## config.mk

```make
export PLATFORM = sky130hd
export DESIGN_NAME = dut_out_monitor
export DESIGN_NICKNAME = d
export VERILOG_FILES = /design/src/rtl/dut_out_monitor.sv
export SDC_FILE = /design/constraint.sdc
export NUM_CORES = 1
export LEC_CHECK = 0
export ABC_CLOCK_PERIOD_IN_PS = 2410
export CAP_MARGIN = 20
export CORE_ASPECT_RATIO = 0.8
export CORE_MARGIN = 4
export CORE_UTILIZATION = 54
export DETAILED_ROUTE_END_ITERATION = 10
export PLACE_DENSITY = 0.78
export SLEW_MARGIN = 30
export SYNTH_ARGS = -nofsm -noshare
export SYNTH_HDL_FRONTEND = slang
export SYNTH_SLANG_ARGS = --single-unit
```

## constraint.sdc

```tcl
create_clock -name CLK -period 2.41 [get_ports CLK]
set_input_delay 0.3615 -clock CLK [delete_from_list [all_inputs] [get_ports CLK]]
set_output_delay 0.3615 -clock CLK [all_outputs]
set_load 0.03 [all_outputs]
```

## src/rtl/dut_out_monitor.sv

```systemverilog
// Return path of the TinyTapeout harness: samples the DUT io_out bus on rising
// edges of the divided DUT clock, queues values and ships them out as 8N1 UART.
module dut_out_monitor #(
  parameter int unsigned CLKS_PER_BIT = 104,
  parameter int unsigned FIFO_AW      = 2,
  parameter bit          SEND_ALL     = 1'b0
) (
  input  logic       CLK,
  input  logic       rst,
  input  logic       clk_dut,
  input  logic [7:0] dut_out,
  input  logic       enable,
  output logic       uart_tx,
  output logic       busy,
  output logic       overflow
);

  localparam int unsigned      DEPTH     = 2 ** FIFO_AW;
  localparam int unsigned      BAUD_M1   = CLKS_PER_BIT - 1;
  localparam logic [FIFO_AW:0] FULL_CNT  = DEPTH[FIFO_AW:0];
  localparam logic [15:0]      BAUD_LAST = BAUD_M1[15:0];

  typedef enum logic [1:0] {
    ST_IDLE  = 2'd0,
    ST_START = 2'd1,
    ST_DATA  = 2'd2,
    ST_STOP  = 2'd3
  } tx_state_e;

  logic               clk_dut_q;
  logic               first_q, first_d;
  logic [7:0]         last_q, last_d;
  logic [7:0]         mem_q [DEPTH];
  logic [FIFO_AW-1:0] wr_ptr_q, wr_ptr_d;
  logic [FIFO_AW-1:0] rd_ptr_q, rd_ptr_d;
  logic [FIFO_AW:0]   count_q, count_d;
  logic               ovf_q, ovf_d;
  tx_state_e          state_q, state_d;
  logic [15:0]        baud_q, baud_d;
  logic [2:0]         bit_q, bit_d;
  logic [7:0]         shift_q, shift_d;
  logic               tx_q, tx_d;
  logic               busy_q, busy_d;

  logic               sample_stb;
  logic               push_req;
  logic               push_ok;
  logic               pop;
  logic               fifo_full;
  logic               fifo_empty;

  // Sample strobe, change detection and last-value tracking.
  always_comb begin
    sample_stb = clk_dut & ~clk_dut_q & enable;
    push_req   = sample_stb & (SEND_ALL | first_q | (dut_out != last_q));
    first_d    = first_q;
    last_d     = last_q;
    if (sample_stb) begin
      first_d = 1'b0;
      last_d  = dut_out;
    end else begin
      first_d = first_q;
      last_d  = last_q;
    end
  end

  // FIFO bookkeeping; a pop in the same cycle frees the slot for a push while full.
  always_comb begin
    fifo_full  = (count_q == FULL_CNT);
    fifo_empty = (count_q == {(FIFO_AW + 1){1'b0}});
    push_ok    = push_req & (~fifo_full | pop);
    wr_ptr_d   = wr_ptr_q;
    rd_ptr_d   = rd_ptr_q;
    ovf_d      = ovf_q;
    if (push_ok) begin
      wr_ptr_d = wr_ptr_q + 1'b1;
    end else begin
      wr_ptr_d = wr_ptr_q;
    end
    if (pop) begin
      rd_ptr_d = rd_ptr_q + 1'b1;
    end else begin
      rd_ptr_d = rd_ptr_q;
    end
    if (push_req & fifo_full & ~pop) begin
      ovf_d = 1'b1;
    end else begin
      ovf_d = ovf_q;
    end
    case ({push_ok, pop})
      2'b10:   count_d = count_q + 1'b1;
      2'b01:   count_d = count_q - 1'b1;
      default: count_d = count_q;
    endcase
  end

  // UART transmit FSM: next state, shifter, baud/bit counters and the tx bit.
  always_comb begin
    state_d = state_q;
    baud_d  = baud_q;
    bit_d   = bit_q;
    shift_d = shift_q;
    tx_d    = tx_q;
    pop     = 1'b0;
    case (state_q)
      ST_IDLE: begin
        tx_d = 1'b1;
        if (!fifo_empty) begin
          pop     = 1'b1;
          shift_d = mem_q[rd_ptr_q];
          baud_d  = 16'd0;
          bit_d   = 3'd0;
          tx_d    = 1'b0;
          state_d = ST_START;
        end else begin
          state_d = ST_IDLE;
        end
      end
      ST_START: begin
        if (baud_q == BAUD_LAST) begin
          baud_d  = 16'd0;
          tx_d    = shift_q[0];
          state_d = ST_DATA;
        end else begin
          baud_d = baud_q + 16'd1;
        end
      end
      ST_DATA: begin
        if (baud_q == BAUD_LAST) begin
          baud_d = 16'd0;
          if (bit_q == 3'd7) begin
            tx_d    = 1'b1;
            state_d = ST_STOP;
          end else begin
            bit_d   = bit_q + 3'd1;
            shift_d = {1'b0, shift_q[7:1]};
            tx_d    = shift_q[1];
          end
        end else begin
          baud_d = baud_q + 16'd1;
        end
      end
      ST_STOP: begin
        if (baud_q == BAUD_LAST) begin
          baud_d  = 16'd0;
          tx_d    = 1'b1;
          state_d = ST_IDLE;
        end else begin
          baud_d = baud_q + 16'd1;
        end
      end
      default: begin
        tx_d    = 1'b1;
        state_d = ST_IDLE;
      end
    endcase
  end

  // busy is registered from next-state values so it lines up with state and count.
  always_comb begin
    busy_d = (state_d != ST_IDLE) | (count_d != {(FIFO_AW + 1){1'b0}});
  end

  // State registers with synchronous reset; the edge detector tracks clk_dut even in reset.
  always_ff @(posedge CLK) begin
    clk_dut_q <= clk_dut;
    if (rst) begin
      first_q  <= 1'b1;
      last_q   <= 8'h00;
      wr_ptr_q <= {FIFO_AW{1'b0}};
      rd_ptr_q <= {FIFO_AW{1'b0}};
      count_q  <= {(FIFO_AW + 1){1'b0}};
      ovf_q    <= 1'b0;
      state_q  <= ST_IDLE;
      baud_q   <= 16'd0;
      bit_q    <= 3'd0;
      shift_q  <= 8'h00;
      tx_q     <= 1'b1;
      busy_q   <= 1'b0;
    end else begin
      first_q  <= first_d;
      last_q   <= last_d;
      wr_ptr_q <= wr_ptr_d;
      rd_ptr_q <= rd_ptr_d;
      count_q  <= count_d;
      ovf_q    <= ovf_d;
      state_q  <= state_d;
      baud_q   <= baud_d;
      bit_q    <= bit_d;
      shift_q  <= shift_d;
      tx_q     <= tx_d;
      busy_q   <= busy_d;
    end
  end

  // FIFO storage write port.
  always_ff @(posedge CLK) begin
    if (push_ok && !rst) begin
      mem_q[wr_ptr_q] <= dut_out;
    end
  end

  assign uart_tx  = tx_q;
  assign busy     = busy_q;
  assign overflow = ovf_q;

endmodule

```

Word level (Yosys, flattened, before mapping):

Memories as Yosys holds them, arrays and structs flattened. A register that Yosys moved wholly into a read port is not among the register bits.
Cells that the tools add are included.

* mux-type cells: 30
* add/subtract/negate cells: 6
* reductions and logical operators: 10
* equal/unequal tests: 14
* bitwise operators: 12

Operators with widths (count)
* 16-bit 2-to-1 mux: 2
* 16-bit one-hot mux with 2 select lines: 1
* 8-bit 2-to-1 mux: 3
* 16-bit by 1-bit adder with 16-bit output, second input constant: 1
* 16-bit by 7-bit == test with 1-bit output, second input constant: 1
* 8-bit one-hot mux with 2 select lines: 1
* 2-bit 2-to-1 mux: 6
* 3-bit one-hot mux with 2 select lines: 2
* 1-bit 2-to-1 mux: 10
* 2-bit inequality test, second input constant: 5
* 3-bit 2-to-1 mux: 3
* 8-bit inequality test: 1
* 2-bit one-hot mux with 4 select lines: 1
* 3-bit by 1-bit adder with 3-bit output, second input constant: 2
* 1-bit bitwise AND: 6
* 2-bit == test, second input constant: 3
* 3-bit == test, second input constant: 2
* 2-bit by 1-bit adder with 2-bit output, second input constant: 2
* 2-bit by 1-bit == test with 1-bit output, second input constant: 2
* 1-bit one-hot mux with 4 select lines: 1
* 4-bit AND reduction: 1
* 2-bit nonzero test: 2
* 3-bit logical NOT: 1
* 1-bit NOT: 3
* other kinds (8): 10

* input port bits: 12
* memories: 1
* register bits: 49
* word-level logic and storage cells: 86
* output and inout port bits: 3
* RAM bits: 32

Memory list
* mem_q: words 4, width 8, rd ports 1, clocked after Yosys merged registers in 1, write ports 1, RTL line 33 `logic [7:0] mem_q [DEPTH];`

Longest topological paths before layout:

Gate-level depths: netlist (run 1).

* depth in word-level cells: 9
* depth in mapped cells: 9
* gate-level depth less buffers: 9

Worst setup path before layout (run 1):

Ideal clock, no wire load.

* path kind: input to register
* from: input dut_out[2]
* to: register busy_q (netlist: busy)
* stages on the path: 9
* data arrival time: 2.469 ns
* data required time: 2.340 ns
* slack: -0.129 ns
* buffers on the path: 0
* setup time: 0.070 ns
* cell sequence: xnor2_1 and4_1 a31oi_2 nor3_1 fa_1 or3_1 or3_1 o211a_1 a21oi_1

* word-level cells in the longest chain between the ends: 8
* elaborated cells on any way between the ends: 9
* those cells by class: eq/ne: 3; mux: 1; bitwise: 4; reduce/logical: 1

RTL lines
* from (decl): RTL line 11 `input logic [7:0] dut_out,`
* 8-bit inequality test (*): RTL line 55 `push_req = sample_stb & (SEND_ALL | first_q | (dut_out != last_q));`
* 1-bit bitwise OR (*): RTL line 55
* 1-bit bitwise AND (*): RTL line 55
* 1-bit bitwise AND (*): RTL line 71 `push_ok = push_req & (~fifo_full | pop);`
* 2-bit by 1-bit == test with 1-bit output / 2-bit == test (equally long branches): RTL line 90 `case ({push_ok, pop})`
* 3-bit one-hot mux with 2 select lines (*): RTL line 90
* 3-bit nonzero test (*): RTL line 161 `busy_d = (state_d != ST_IDLE) | (count_d != {(FIFO_AW + 1){1'b0}});`
* 1-bit bitwise OR (*): RTL line 161
* to (signal assigned): RTL line 192 `busy_q <= busy_d;`
* to (decl): RTL line 43 `logic busy_q, busy_d;`

Mark *: on every way between the ends. The rest lies on a longest branch, timed or not.
A chain may end at the register's enable or synchronous reset.

Worst setup path after layout (run 1):

* from: register last_q[2]
* to: register busy_q (netlist: busy)

* word-level cells in the longest chain between the ends: 8
* elaborated cells on any way between the ends: 9
* those cells by class: eq/ne: 3; mux: 1; bitwise: 4; reduce/logical: 1

RTL lines
* from (decl): RTL line 32 `logic [7:0] last_q, last_d;`
* from (signal assigned): RTL line 182 `last_q <= last_d;`
* 8-bit inequality test (*): RTL line 55
* 1-bit bitwise OR (*): RTL line 55
* 1-bit bitwise AND (*): RTL line 55
* 1-bit bitwise AND (*): RTL line 71
* 2-bit by 1-bit == test with 1-bit output / 2-bit == test (equally long branches): RTL line 90
* 3-bit one-hot mux with 2 select lines (*): RTL line 90
* 3-bit nonzero test (*): RTL line 161
* 1-bit bitwise OR (*): RTL line 161

Marked as above.

==> metrics.cfg, run 1 <==
[cts]
cts_tree=built
insertion_delay_ns=0.35
cts_made_buffers=9
cts_buffer_depth=2
clock-sinks=83
ctsRootBufferMaster=clkbuf_8
htree_levels=3
cts.clk_slew.worst_paths_ns=0.09

[floorplanning]
io_pins=15
start_util=0.554
num_rows=27
dieArea_um2=8490
dieHeight_um=83.2
core_area_um2=6890
dieWidth_um=102

[run_status]
status=finished clean

[timing]
fin_crit_sh=0.980
rsz0062_at_grt=yes
layout_setup_ws_ns=0.0478
worst_slew_margin_rel=0.573
finClkSkew_ns=0.0113
fmax_mhz=423
fin_crit_ns=2.36
worst_pin_slew_ns=0.640
tns_ns=0
finalSetupViolations=0
slew_violations=0
final_hold_viol_count=0

[layout]
drive_gt1_frac=0.202
layout.nets=412
final_cell_mix=48 x nand2_1, 48 x dfxtp_1, 33 x nor2_1
n_antenna_cell=0
area_growth_pct=15.1

[placed_design]
portBuffers=14
hpwlAfterDp_um=5370
place_congestion=0.861
pre_cts_ws_ns=-0.534

[route]
drt_iter0_drc=252
drc_errors=0
via_per_inst=5.84
dr_wl_met3_um=379
dr.pass1.iters=4
wirelength_um=7800
num_vias=2826
wl_met1_um=3570
top_layer=met4
ant_nets=0
routedWlPerCell_um=16.1
dr_wl_met2_um=3790

[logic_synthesis]
synth-seq-area-share=0.519
synth_top_flop_cell=dfxtp_1
synthCells=365
yosys_warnings=0
syn_area_per_cell_um2=10.5
ys_types=55
syn_nets=385
async_reset_ff_frac=0
syn_area_um2=3820
ys_seq_elements=83
synth_edf_count=32

[power_and_ir_drop]
leakage_nw=1.55
p_per_area_nw_per_um2=829
power_mw=3.65
ir_worst_vdd_uv=401

[worst_setup_path]
r2r_start=last_q[2]
crit_slowest_cell=dfxtp_2
crit_fanout=2
crit_chain=xnor2_2 > and4_4 > a31oi_4 > nor3_2 > fa_2 > or3_4 > or3_1 > o211a_1 > a21oi_1
slowest_delay_ns=0.34
critPathCaptureType=flip-flop
worstPathArrival_ns=2.64
crit_type=reg2reg
reg2regPathDepth=9
cp-startpoint=last_q[2]
r2r-end=busy
r2r_setup_slack_ns=0.05
cp-start-kind=flip-flop
crit_required_ns=2.69
crit_path_end=busy

[hold_path]
min_path_type=in2reg

[global_route]
overflow=0
antenna_found_initial=0
grt_pass1_vias=2643
grtUsageTotal=0.193
grt_pass1_wl_um=12900
grt_max_degree=51

[run]
maxCapViolCount=0

## worst min-delay path by stage
stage	start	end	slack, ns	cells past startpoint
5_1_grt	clk_dut	clk_dut_q	0.24	1
3_5_place_dp	last_q[0]	last_q[0]	0.46	2
6_report	clk_dut	clk_dut_q	0.25	1
3_3_place_gp	last_q[6]	last_q[6]	0.45	2
2_1_floorplan	clk_dut	clk_dut_q	0.39	0
4_1_cts	clk_dut	clk_dut_q	0.24	1
## per-stage QoR
stage	std cells	instance area, um2	util	hold slack, ns
floorplan	365	3840	-	0.389
global placement	465	4150	0.602	0.455
detailed placement	465	4150	0.602	0.460
CTS	481	4340	0.630	0.237
global route	484	4400	0.638	0.237
finish	484	4400	0.638	0.252
## logic make-up after synthesis
family / share of synthesized area
AND/OR/NAND/NOR: 0.194
AO/OA/AOI/OAI: 0.137
XOR/XNOR: 0.0298
adder cells (fa/ha/maj): 0.0282
multiplexers: 0.0580
buffers and inverters: 0.0338
flip-flops: 0.519
## sequential cells by signal (all words and copies together) (netlist names), named ones only
register,flops
uart_tx,1
state_q,2
mem_q,32
clk_dut_q,1
bit_q,3
rd_ptr_q,2
busy,1
shift_q,8
baud_q,16
first_q,1
wr_ptr_q,2
last_q,8
overflow,1
count_q,3
## power by group
part,total (mW),internal [mW],switching [mW]
registers,1.69,1.59,0.106
logic,1.06,0.447,0.614
clock network,0.891,0.400,0.491
## synthesized netlist by cell type (2+ instances only)
library cell / number / area (um2)
buf_2: 7 / 35.0
o221ai_1: 3 / 26.3
mux4_2: 8 / 180
nand2b_1: 2 / 12.5
a31oi_1: 3 / 18.8
xnor2_1: 10 / 87.6
a311oi_1: 14 / 123
nor2b_1: 2 / 12.5
mux2i_1: 3 / 30.0
o21ai_0: 11 / 55.1
inv_1: 5 / 18.8
or2_2: 3 / 18.8
dfxtp_1: 51 / 1020
nand3b_1: 3 / 22.5
a211oi_1: 4 / 30.0
edfxtp_1: 32 / 961
and4_4: 2 / 22.5
nand3_1: 9 / 45.0
clkbuf_1: 15 / 56.3
nor4_2: 2 / 25.0
and2_1: 6 / 37.5
a41oi_1: 4 / 35.0
or3_1: 3 / 18.8
and3_1: 4 / 25.0
ha_1: 7 / 87.6
a21oi_1: 27 / 135
nor2_1: 34 / 128
nand4_1: 3 / 18.8
nor3_1: 9 / 45.0
nand2_1: 48 / 180
and4_1: 3 / 26.3
xor2_1: 3 / 26.3
nand4b_1: 3 / 26.3
## what timing repair did
| action | 4_1_cts | 5_1_grt |
|---|---|---|
| hold buffers | 0 | 0 |
| endpoints found under the hold margin | 0 | 0 |
| gates resized for setup | 13 | 8 |
| pin swaps | 2 | 3 |
| setup buffers | 0 | 3 |
| setup endpoints to repair | 2 | 2 |
## layer usage
metal  up-vias  track usage
met5         -            0
met4         0       0.0477
met3         6       0.0462
met2        73        0.300
met1      1346        0.271
li1       1401            -
## critical path: cells and delay by family, from the launching register on
kind / cells / cell delay [ns]
AND/OR/NAND/NOR: 4 / 0.93
adder cells (fa/ha/maj): 1 / 0.34
AO/OA/AOI/OAI: 3 / 0.55
flip-flops: 1 / 0.34
XOR/XNOR: 1 / 0.13
## cell type report
| class | instances | area [um2] |
|---|---|---|
| Multi-Input combinational cell | 253 | 1780 |
| Sequential cell | 83 | 1990 |
| Clock buffer | 10 | 138 |
| Fill cell | 552 | 2500 |
| Inverter | 5 | 18.8 |
| Timing Repair Buffer | 40 | 325 |
| Clock inverter | 6 | 41.3 |
| Tap cell | 87 | 109 |
Note: power is estimated with default switching activity, not from simulation.
==> inputs of run 2 (changes only) <==
CORE_UTILIZATION = 57   (was 54)
DONT_BUFFER_PORTS = 1   (was default)
==> run 2 against run 1 <==
Effect of this change: sequential power barely moved; critical endpoint unchanged; clock skew barely moved; die area fell by 4.8%; largest power group unchanged; via count fell by 2.5%; non-clock buffer count fell by 26; global-route usage rose by 1.3 points; core utilization rose by 0.92 points; register-to-register slack barely moved; clock power rose by 9.9%; critical path depth did not move; total power fell by 0.18%.
==> metrics.cfg, run 2 (same netlist as run 1, synthesis figures left out) <==
[placed_design]
portBuffers=0  ; -14
hpwlAfterDp_um=4990  ; -7.0%
place_congestion=0.866  ; +0.58%
pre_cts_ws_ns=0.0162  ; +0.550 ns

[layout]
n_antenna_cell=0  ; unchanged
largest-register=mem_q
final_cell_mix=48 x nand2_1, 48 x dfxtp_1, 33 x nor2_1
largest_reg_flops=32  ; unchanged
drive_gt1_frac=0.175  ; -0.0263
multi_input_area_um2=1760  ; -0.99%
fillers=503  ; -8.9%
reg_top3=mem_q x32, baud_q x16
regArea_um2=1990  ; unchanged
layout.nets=386  ; -6.3%
area_growth_pct=9.18

[timing]
fin_crit_ns=2.35  ; -0.0131 ns
finClkSkew_ns=0.0112  ; -0.000162 ns
worst_slew_margin_rel=0.601  ; +0.0279
fmax_mhz=426  ; +0.56%
slew_violations=0  ; unchanged
finalSetupViolations=0  ; unchanged
rsz0062_at_grt=yes
tns_ns=0  ; unchanged
final_hold_viol_count=0  ; unchanged
layout_setup_ws_ns=0.0610  ; +0.0131 ns
worst_pin_slew_ns=0.598  ; -0.0418 ns
fin_crit_sh=0.975  ; -0.00544

[floorplanning]
dieWidth_um=99.5  ; -2.5%
num_rows=26  ; -3.7%
core_area_um2=6440  ; -6.5%
dieHeight_um=81.2  ; -2.4%
dieArea_um2=8080  ; -4.8%
io_pins=15  ; unchanged
start_util=0.593  ; +0.0387

[route]
via_per_inst=6.05  ; +3.7%
dr.pass1.iters=5  ; +1
routedWlPerCell_um=16.4  ; +1.7%
drt_iter0_drc=239  ; -5.2%
ant_nets=0  ; unchanged
num_vias=2754  ; -2.5%
drc_errors=0  ; unchanged
wirelength_um=7450  ; -4.4%

[global_route]
grt_max_degree=52  ; +2.0%
overflow=0  ; unchanged
grt_pass1_wl_um=12800  ; -0.80%
antenna_found_initial=0  ; unchanged
grtUsageTotal=0.206  ; +0.0132
grt_pass1_vias=2570  ; -2.8%

[worst_setup_path]
worstPathArrival_ns=2.65  ; about the same
crit_chain=xnor2_2 > and3_4 > a31oi_4 > nor3_2 > fa_2 > or3_4 > or3_1 > o211a_1 > a21oi_1
r2r_setup_slack_ns=0.06  ; about the same
crit_fanout=3  ; +1
r2r_start=last_q[3]
crit_type=reg2reg
cp-startpoint=last_q[3]
crit_path_end=busy
slowest_delay_ns=0.36  ; +0.02 ns
r2r-end=busy
path_depth=9  ; unchanged
crit_family=simple AND/OR/NAND/NOR gates
critPathCaptureType=flip-flop
crit_slowest_cell=fa_2
crit_required_ns=2.71  ; +0.02 ns
critical_path_buf_inv_count=0  ; unchanged
reg2regPathDepth=9  ; unchanged
cp-start-kind=flip-flop

[cts]
ctsRootBufferMaster=clkbuf_8
cts_buffer_depth=2  ; unchanged
htree_levels=3  ; unchanged
insertion_delay_ns=0.37  ; +0.02 ns
cts.clk_slew.worst_paths_ns=0.10  ; about the same
clock-sinks=83  ; unchanged
cts_made_buffers=9  ; unchanged
cts_tree=built

[power_and_ir_drop]
p_per_area_nw_per_um2=873  ; +5.3%
leakage_nw=1.41  ; -9.2%
ir_worst_vdd_uv=478  ; +19%

[run_status]
status=finished clean

[run]
maxCapViolCount=0  ; unchanged

[hold_path]
min_path_type=in2reg

run 2: cell types whose count changed in the layout (fill, tap and decap cells not counted), moves of 3 or more:
cell / before / now
buf_4: 26 / 13
clkdlybuf4s50_1: 3 / 0
dlygate4sd2_1: 8 / 0
inv_6: 0 / 5
run 2: area by class of cell:
class	count	area share
sequential	83	0.476
tap	84	0.0252
inverter	5	0.00450
clock buffer	9	0.0297
clock inverter	7	0.0159
multi-input combinational	253	0.422
timing repair buffer	14	0.0258
run 2: through the flow:
step,cell area [um2],hold WS (ns),util,power (mW),std cells
after floorplan,3840,0.389,-,2.49,365
final,4170,0.0418,0.647,3.64,455
after CTS,4110,0.00683,0.638,3.63,452
after global routing,4170,0.0230,0.647,3.86,455
after detailed placement,3920,0.389,0.608,2.67,436
after global placement,3920,0.389,0.608,2.64,436
run 2: power by group:
part | leakage (nW) | internal (mW) | switching, mW | total (mW)
registers | 0.704 | 1.59 | 0.129 | 1.72
logic | 0.607 | 0.400 | 0.542 | 0.942
clock network | 0.0995 | 0.407 | 0.572 | 0.979
run 2: per-layer routing:
metal / global-route usage / part of all wire / vias to the layer above / routed length (um)
met4: 0.0614 / 0.014 / 0 / 106
met5: 0 / 0 / - / 0
li1: - / - / 1349 / -
met1: 0.292 / 0.47 / 1314 / 3510
met3: 0.0575 / 0.056 / 14 / 417
met2: 0.309 / 0.46 / 77 / 3420
run 2: timing repair:
action,CTS,global route
endpoints found under the hold margin,0,1
endpoints found under the setup margin,0,2
hold buffers,0,1
gates resized for setup,0,8
buffers inserted,0,2
run 2: how the worst min path moves through the flow:
stage                 start        end  slack, ns  cells after the start
finish                  rst  last_q[2]       0.04                      1
global route            rst  last_q[2]       0.02                      1
CTS                 clk_dut  clk_dut_q      0.007                      0
detailed placement  clk_dut  clk_dut_q       0.39                      0
global placement    clk_dut  clk_dut_q       0.39                      0
floorplan           clk_dut  clk_dut_q       0.39                      0
==> inputs of run 3 (changes only) <==
GPL_ROUTABILITY_DRIVEN = 0   (was default)
==> results of run 3 <==
Same layout as run 2: the final DEF is identical, and so are final timing and power.
